## src/rtl/sprite_position_ctrl.sv

```systemverilog
// sprite_position_ctrl: debounced four-button control of an on-screen-clamped sprite position
module sprite_position_ctrl #(
  parameter int H_VISIBLE_AREA = 640,
  parameter int V_VISIBLE_AREA = 480,
  parameter int TILE_SIZE      = 16,
  parameter int STEP           = 16,
  parameter int INIT_X         = 0,
  parameter int INIT_Y         = 0,
  parameter int DEBOUNCE_LIMIT = 250000,
  parameter int REPEAT_DELAY   = 12500000,
  parameter int REPEAT_PERIOD  = 2500000
) (
  input  logic       i_Clk,
  input  logic       i_Rst_L,
  input  logic       i_Up,
  input  logic       i_Down,
  input  logic       i_Left,
  input  logic       i_Right,
  output logic [9:0] o_X_Position,
  output logic [9:0] o_Y_Position,
  output logic       o_Step_Pulse
);
  localparam int DW = $clog2(DEBOUNCE_LIMIT) + 1;
  localparam int RM = REPEAT_DELAY > REPEAT_PERIOD ? REPEAT_DELAY : REPEAT_PERIOD;
  localparam int RW = $clog2(RM) + 1;
  localparam logic [DW-1:0] DB_LAST = DW'(DEBOUNCE_LIMIT - 1);
  localparam logic [RW-1:0] RD_LAST = RW'(REPEAT_DELAY - 1);
  localparam logic [RW-1:0] RP_LAST = RW'(REPEAT_PERIOD - 1);
  localparam logic [10:0] X_MAX  = 11'(H_VISIBLE_AREA - TILE_SIZE);
  localparam logic [10:0] Y_MAX  = 11'(V_VISIBLE_AREA - TILE_SIZE);
  localparam logic [10:0] STEP_W = 11'(STEP);

  typedef enum logic [1:0] {IDLE, DELAY, REPEAT} state_t;
  typedef enum logic [1:0] {UP, DOWN, LEFT, RIGHT} dir_t;

  state_t state_q, state_d;
  dir_t dir_q, dir_d;
  logic [RW-1:0] rcnt_q, rcnt_d;
  logic [3:0] raw, sync1_q, sync2_q, db_q, db_d;
  logic [DW-1:0] dbc_q [4];
  logic [DW-1:0] dbc_d [4];
  logic [9:0] x_q, x_d, y_q, y_d, left_x, right_x, up_y, down_y;
  logic [10:0] x_sum, y_sum;
  logic step, pulse_q, pulse_d;

  assign raw = {i_Right, i_Left, i_Down, i_Up};
  assign o_X_Position = x_q;
  assign o_Y_Position = y_q;
  assign o_Step_Pulse = pulse_q;

  // Two-flop synchroniser for the asynchronous raw buttons
  always_ff @(posedge i_Clk) begin
    if (!i_Rst_L) begin
      sync1_q <= '0;
      sync2_q <= '0;
    end else begin
      sync1_q <= raw;
      sync2_q <= sync1_q;
    end
  end

  // Per-button debounce: accept a change only after it has held for DEBOUNCE_LIMIT clocks
  always_comb begin
    db_d = db_q;
    for (int i = 0; i < 4; i++) begin
      dbc_d[i] = '0;
      if (sync2_q[i] != db_q[i]) begin
        if (dbc_q[i] == DB_LAST) db_d[i] = sync2_q[i];
        else dbc_d[i] = dbc_q[i] + 1'b1;
      end
    end
  end

  // Debounced state and counters
  always_ff @(posedge i_Clk) begin
    if (!i_Rst_L) begin
      db_q  <= '0;
      dbc_q <= '{default: '0};
    end else begin
      db_q  <= db_d;
      dbc_q <= dbc_d;
    end
  end

  // Movement FSM with repeat timing, plus clamped step arithmetic on the selected axis
  always_comb begin
    state_d = state_q;
    dir_d   = dir_q;
    rcnt_d  = rcnt_q;
    step    = 1'b0;
    case (state_q)
      IDLE: if (|db_q) begin
        state_d = DELAY;
        dir_d   = db_q[0] ? UP : db_q[1] ? DOWN : db_q[2] ? LEFT : RIGHT;
        rcnt_d  = '0;
        step    = 1'b1;
      end
      DELAY, REPEAT: if (!db_q[dir_q]) begin
        state_d = IDLE;
        rcnt_d  = '0;
      end else if (rcnt_q == (state_q == DELAY ? RD_LAST : RP_LAST)) begin
        state_d = REPEAT;
        rcnt_d  = '0;
        step    = 1'b1;
      end else rcnt_d = rcnt_q + 1'b1;
      default: state_d = IDLE;
    endcase
    x_sum   = {1'b0, x_q} + STEP_W;
    y_sum   = {1'b0, y_q} + STEP_W;
    left_x  = {1'b0, x_q} < STEP_W ? 10'd0 : x_q - STEP_W[9:0];
    up_y    = {1'b0, y_q} < STEP_W ? 10'd0 : y_q - STEP_W[9:0];
    right_x = x_sum > X_MAX ? X_MAX[9:0] : x_sum[9:0];
    down_y  = y_sum > Y_MAX ? Y_MAX[9:0] : y_sum[9:0];
    x_d     = !step ? x_q : dir_d == LEFT ? left_x : dir_d == RIGHT ? right_x : x_q;
    y_d     = !step ? y_q : dir_d == UP ? up_y : dir_d == DOWN ? down_y : y_q;
    pulse_d = (x_d != x_q) || (y_d != y_q);
  end

  // FSM, repeat counter and position registers
  always_ff @(posedge i_Clk) begin
    if (!i_Rst_L) begin
      state_q <= IDLE;
      dir_q   <= UP;
      rcnt_q  <= '0;
      x_q     <= 10'(INIT_X);
      y_q     <= 10'(INIT_Y);
      pulse_q <= 1'b0;
    end else begin
      state_q <= state_d;
      dir_q   <= dir_d;
      rcnt_q  <= rcnt_d;
      x_q     <= x_d;
      y_q     <= y_d;
      pulse_q <= pulse_d;
    end
  end
endmodule

```

## config.mk

```make
export PLATFORM = sky130hd
export DESIGN_NAME = sprite_position_ctrl
export DESIGN_NICKNAME = d
export VERILOG_FILES = /design/src/rtl/sprite_position_ctrl.sv
export SDC_FILE = /design/constraint.sdc
export NUM_CORES = 1
export LEC_CHECK = 0
export ABC_AREA = 1
export CAP_MARGIN = 20
export CORE_MARGIN = 2
export CORE_UTILIZATION = 60
export DETAILED_ROUTE_END_ITERATION = 6
export PLACE_DENSITY_LB_ADDON = 0.25
export SLEW_MARGIN = 20
export SYNTH_ARGS = -nofsm -noshare
export SYNTH_HDL_FRONTEND = slang
export SYNTH_SLANG_ARGS = --single-unit
```

## constraint.sdc

```tcl
create_clock -name i_Clk -period 3.05 [get_ports i_Clk]
set_clock_uncertainty 0.1 [all_clocks]
set_input_delay 0.61 -clock i_Clk [delete_from_list [all_inputs] [get_ports i_Clk]]
set_output_delay 0.61 -clock i_Clk [all_outputs]
set_load 0.02 [all_outputs]
```

---- After elaboration in Yosys (flattened, before gate mapping) ----
Cells that the tools add are included.
storage, ports and cells
  bits in registers ....................... 138
  output and inout port bits .............. 21
  logic and storage cells ................. 99
cells by class
  bitwise logic cells ..................... 5
  multiplexer cells ....................... 30
  add/subtract/negate cells ............... 9
  reductions and logical operators ........ 16
  order comparisons ....................... 5
  equal/unequal tests ..................... 18
operators by type and width
  kind                     count
  $mux W10                 10
  $add A19 B1 Y19 const B  4
  $eq A19 B18 Y1 const B   4
  $mux W25                 3
  $pmux W25 S2             1
  $add A25 B1 Y25 const B  1
  $eq A25 B24 Y1           1
  $mux W24                 1
  $add A10 B5 Y11 const B  2
  $lt A10 B5 Y1 const B    2
  $ne A10 B10 Y1           2
  $sub A10 B5 Y10 const B  2
  $mux W2                  7
  $reduce_and A2 Y1        6
  $reduce_or A3 Y1         4
  $gt A11 B10 Y1 const B   1
  $gt A11 B9 Y1 const B    1
  $eq A2 B2 Y1 const B     3
  $mux W1                  5
  $not A1 Y1               5
  $eq A2 B1 Y1 const B     2
  $logic_not A2 Y1         2
  $ne A1 B1 Y1             4
  $pmux W2 S2              1
  other kinds (9)          9

---- Logic depth before layout (Yosys ltp) ----
  depth after elaboration ................. 11
  mapped depth ............................ 19

---- Worst setup path after synthesis ----
OpenSTA, ideal clock, no wires.
  path type ............................... flip-flop to flip-flop
  from .................................... reg y_q[4], in the netlist o_Y_Position[4]
  to ...................................... reg pulse_q, in the netlist o_Step_Pulse
  path buffers ............................ 1
  arrival time ............................ 2,084 ps
  data required time ...................... 2,822 ps
  clock period less this slack ............ 2,312 ps
  slack ................................... 738 ps
  cell stages (with the launch flop) ...... 19
  cell sequence ........................... dfxtp_1 -> buf_2 -> inv_1 -> ha_1 -> inv_1 -> nor2_1 -> nand2_1 -> nor3_1 -> nand2_2 -> nand2_1 -> nor2_1 -> nand2_1 -> nor2_1 -> nand2_1 -> nand3_1 -> nor2_1 -> nand3_1 -> nor2_1 -> nor2_1
between the ends
  word-level cells in the longest chain between the ends .. 8
  elaborated cells between the ends (all ways) .. 11
ends and longest elaborated chain
  item                    RTL line  source
  from (decl)             42        logic [9:0] x_q, x_d, y_q, y_d, left_x, right_x, up_y, down_y;
  from (signal assigned)  126       y_q <= 10'(INIT_Y);
  from (signal assigned)  133       y_q <= y_d;
  $add A10 B5 Y11         109       y_sum = {1'b0, y_q} + STEP_W;
  $gt A11 B9 Y1           113       down_y = y_sum > Y_MAX ? Y_MAX[9:0] : y_sum[9:0];
  $mux W10                113
  $mux W10 (3 in series)  115       y_d = !step ? y_q : dir_d == UP ? up_y : dir_d == DOWN ? down_y : y_q;
  $ne A10 B10 Y1 *        116       pulse_d = (x_d != x_q) || (y_d != y_q);
  $logic_or A1 B1 Y1 *    116
  to (signal assigned)    134       pulse_q <= pulse_d;
  to (decl)               44        logic step, pulse_q, pulse_d;
Mark *: on every way between the ends. The rest lies on a longest branch, timed or not.
A chain may end at the register's enable or synchronous reset.

---- Worst setup path after layout ----
  from .................................... reg state_q[1]
  to ...................................... reg pulse_q, in the netlist o_Step_Pulse
between the ends
  word-level cells in the longest chain between the ends .. 9
  elaborated cells between the ends (all ways) .. 23
ends and longest elaborated chain
  item                         RTL line  source
  from (decl)                  36        state_t state_q, state_d;
  from (signal assigned)       129       state_q <= state_d;
  $eq A2 B1 Y1                 91, 101
  $mux W24                     101       end else if (rcnt_q == (state_q == DELAY ? RD_LAST : RP_LAST)) begin
  $eq A25 B24 Y1               101
  $mux W1                      101
  $mux W1                      98        DELAY, REPEAT: if (!db_q[dir_q]) begin
  $pmux W1 S2                  91        case (state_q)
  $mux W10 (on tied branches)  114, 115
  $ne A10 B10 Y1               116
  $logic_or A1 B1 Y1 *         116
Marked as above.

==> results.json <==
{
  "status": "finished clean",
  "die_area_um2": 13130,
  "grt_pass1_wl_mm": 26.47,
  "hold_viol": 0,
  "numCtsBuffers": 17,
  "antennaDiodeCount": 0,
  "synthFlopType": "dfxtp_1",
  "total_power_mw": 3.830,
  "rows": 40,
  "io_pins": 27,
  "cts_resized": 0,
  "ant_nets": 0,
  "async_reset_ff_share_pct": 0,
  "area_growth_pct": 12.79,
  "rsz0062_at_grt": "false",
  "hpwl_mm": 10.85,
  "cpMostUsedCell": "nand2_1",
  "maxCapViolCount": 0,
  "wl_mm": 15.09,
  "fillCellCount": 1022,
  "clock-root-buffer": "clkbuf_16",
  "min_period_ps": 2671,
  "dieHeight_um": 114.6,
  "cp_top_family": "simple AND/OR/NAND/NOR gates",
  "initial_core_util_pct": 61.36,
  "ys_seq_elements": 138,
  "avgSynthCellArea_um2": 6.847,
  "maxSlewViolCount": 0,
  "vias_per_cell": 5.382,
  "drc_errors": 0,
  "antenna_found_initial": 0,
  "synth_nets": 1093,
  "min_path_type": "reg2reg",
  "overflow": 0,
  "track_usage_pct": 24.69,
  "cts_buffer_depth": 2,
  "reg2reg_depth": 18,
  "vias": 6798,
  "tightest_slew_ps": 622.7,
  "required_ps": 3310,
  "crit_chain": "inv_1 -> ha_1 -> inv_1 -> nor2_4 -> nand2_1 -> nand2_1 -> nand2_1 -> nor2_2 -> nand3_2 -> a21oi_4 -> nand2_1 -> inv_1 -> nand2_1 -> nand2_1 -> nor2_1 -> nand3_2 -> nor2_1 -> nor2_1",
  "setup-violations-final": 0,
  "htree_levels": 4,
  "cpPeakStageDelay_ps": 470,
  "drive_above_1_share_pct": 7.616,
  "worst_ep_arrival_time_ps": 2930,
  "final_cell_mix": "197 x nand2_1, 155 x inv_1, 152 x nor2_1",
  "yosysUniqueCellTypes": 45,
  "layout_setup_ws_ps": 379.1,
  "cts.sinks": 138,
  "synth_edf_count": 0,
  "cp.depth": 18,
  "die_w_um": 114.6,
  "final_common_cell": "nand2_1",
  "core_um2": 11960,
  "slew_headroom_pct": 58.11,
  "total_leakage_power_nw": 3.131,
  "hold_depth": 2,
  "worstSetupEndpointType": "flop",
  "worst-path-buf-inv": 3,
  "dpl_worst_slack_ps": 430.2,
  "synth_area_leader_cell": "dfxtp_1",
  "path_class": "reg2reg",
  "insertion_delay_ps": 430,
  "p_per_area_nw_per_um2": 462.6,
  "post_cts_buffers": 0,
  "cts_tree": "done",
  "fmax_ghz": 0.3744,
  "vdd_ir_drop_max_uv": 435.2,
  "grt_pass1_vias": 6145,
  "gp_congestion": 0.9270,
  "netlist_instances": 1072,
  "crit_path_max_fanout": 20,
  "wire_per_inst_um": 11.95,
  "finalCritPeriodShare_pct": 87.57,
  "ys_top_cells_by_area": "dfxtp_1 38%, nand2_1 10%, inv_1 7.9%",
  "cts.reportedPaths.clkPinSlew_ps": 60,
  "io_buffers": 26,
  "synth_warnings": 0,
  "cts_hold_buf": 0,
  "synth.cell_area_um2": 7340,
  "ys_seq_area_share_pct": 37.64,
  "synth_top_area_share_pct": 37.64,
  "slowest_stage": "a21oi_4",
  "worstSetupStartpointType": "flop",
  "firstDrtPassIters": 5,
  "final.setup.tns_ps": 0,
  "grt_max_degree": 30,
  "layout.nets": 1124,
  "first_iter_violations": 448
}
Yosys cell counts (2+ instances only):
cell type / count
nor2_4: 2
nor3_2: 3
a21oi_1: 60
nor4_1: 14
o21ai_2: 2
nor3b_1: 8
xor2_1: 22
o21ai_0: 39
nor3_1: 56
a211oi_1: 14
nand3_2: 3
clkbuf_1: 7
ha_1: 15
inv_1: 155
nor2_2: 5
nand2_1: 197
o21a_1: 4
a31oi_1: 6
nand4_1: 29
dfxtp_1: 138
buf_6: 3
nor2_1: 152
nor4_2: 4
o211ai_1: 2
o21ai_1: 4
nand3_1: 78
buf_2: 11
a21oi_4: 2
xnor2_1: 5
nor3b_2: 2
inv_2: 10
nand2_2: 7
cell type report:
| type | count | area (um2) | share of cell area (%) |
|---|---|---|---|
| inverter | 166 | 623.1 | 7.527 |
| sequential | 138 | 2763 | 33.37 |
| clock inverter | 14 | 123.9 | 1.496 |
| tap | 147 | 183.9 | 2.222 |
| multi-input combinational | 745 | 3827 | 46.24 |
| timing repair buffer | 35 | 327.8 | 3.960 |
| clock buffer | 18 | 429.2 | 5.184 |
where the power goes:
part / total, mW / leakage, nW / switching [mW] / internal [mW]
registers: 1.82 / 1.11 / 0.00665 / 1.81
clock network: 1.91 / 0.268 / 0.786 / 1.12
logic: 0.0996 / 1.75 / 0.0694 / 0.0303
total: 3.83 / 3.13 / 0.862 / 2.97
kinds of logic (layout without fill, tap and decap cells):
logic type,count (synthesis),count (layout),share of synthesized area (%)
adders and majority gates,15,15,2.557
AOI/OAI and AO/OA,137,137,10.81
DFF,138,138,37.64
and+or+nand+nor,566,566,35.56
xor gates and xnor gates,27,27,3.222
buffers and inverters,189,233,10.21
worst register-to-register path: cells and delay by family, from the launching register on:
family | cells | cell delay (ps)
and+or+nand+nor | 13 | 1080
AOI/OAI and AO/OA | 1 | 470
adders and majority gates | 1 | 240
DFF | 1 | 320
buffers and inverters | 3 | 390
worst paths after layout:
path / startpoint / endpoint / slack, ps
worst max register to register: state_q[1] / o_Step_Pulse / 380
worst min register to register: sync1_q[3] / sync2_q[3] / 310
worst max-delay path: state_q[1] / o_Step_Pulse / 380
worst min-delay path: sync1_q[3] / sync2_q[3] / 310
sequential cells by signal, indices dropped and copies added (netlist names):
register	count
o_Y_Position	10
db_q	4
rcnt_q	25
o_X_Position	10
sync1_q	4
state_q	2
dbc_q	76
dir_q	2
sync2_q	4
o_Step_Pulse	1
per-layer routing:
layer / vias up / track usage (%) / share of wire [%]
met3: 26 / 6.617 / 5.0
met4: 0 / 9.024 / 1.7
met5: - / 0 / 0
met2: 163 / 39.72 / 46
li1: 3553 / - / -
met1: 3056 / 31.87 / 48
through the flow:
step / hold WS, ps / cell area (um2) / instances / util, %
2_1_floorplan: 290.5 / 7340 / 1072 / -
3_3_place_gp: 292.9 / 7725 / 1231 / 64.58
3_5_place_dp: 296.6 / 7725 / 1231 / 64.58
4_1_cts: 310.3 / 8278 / 1263 / 69.21
5_1_grt: 333.8 / 8278 / 1263 / 69.21
6_report: 309.5 / 8278 / 1263 / 69.21
No activity file was read; power rests on OpenSTA's default activity.
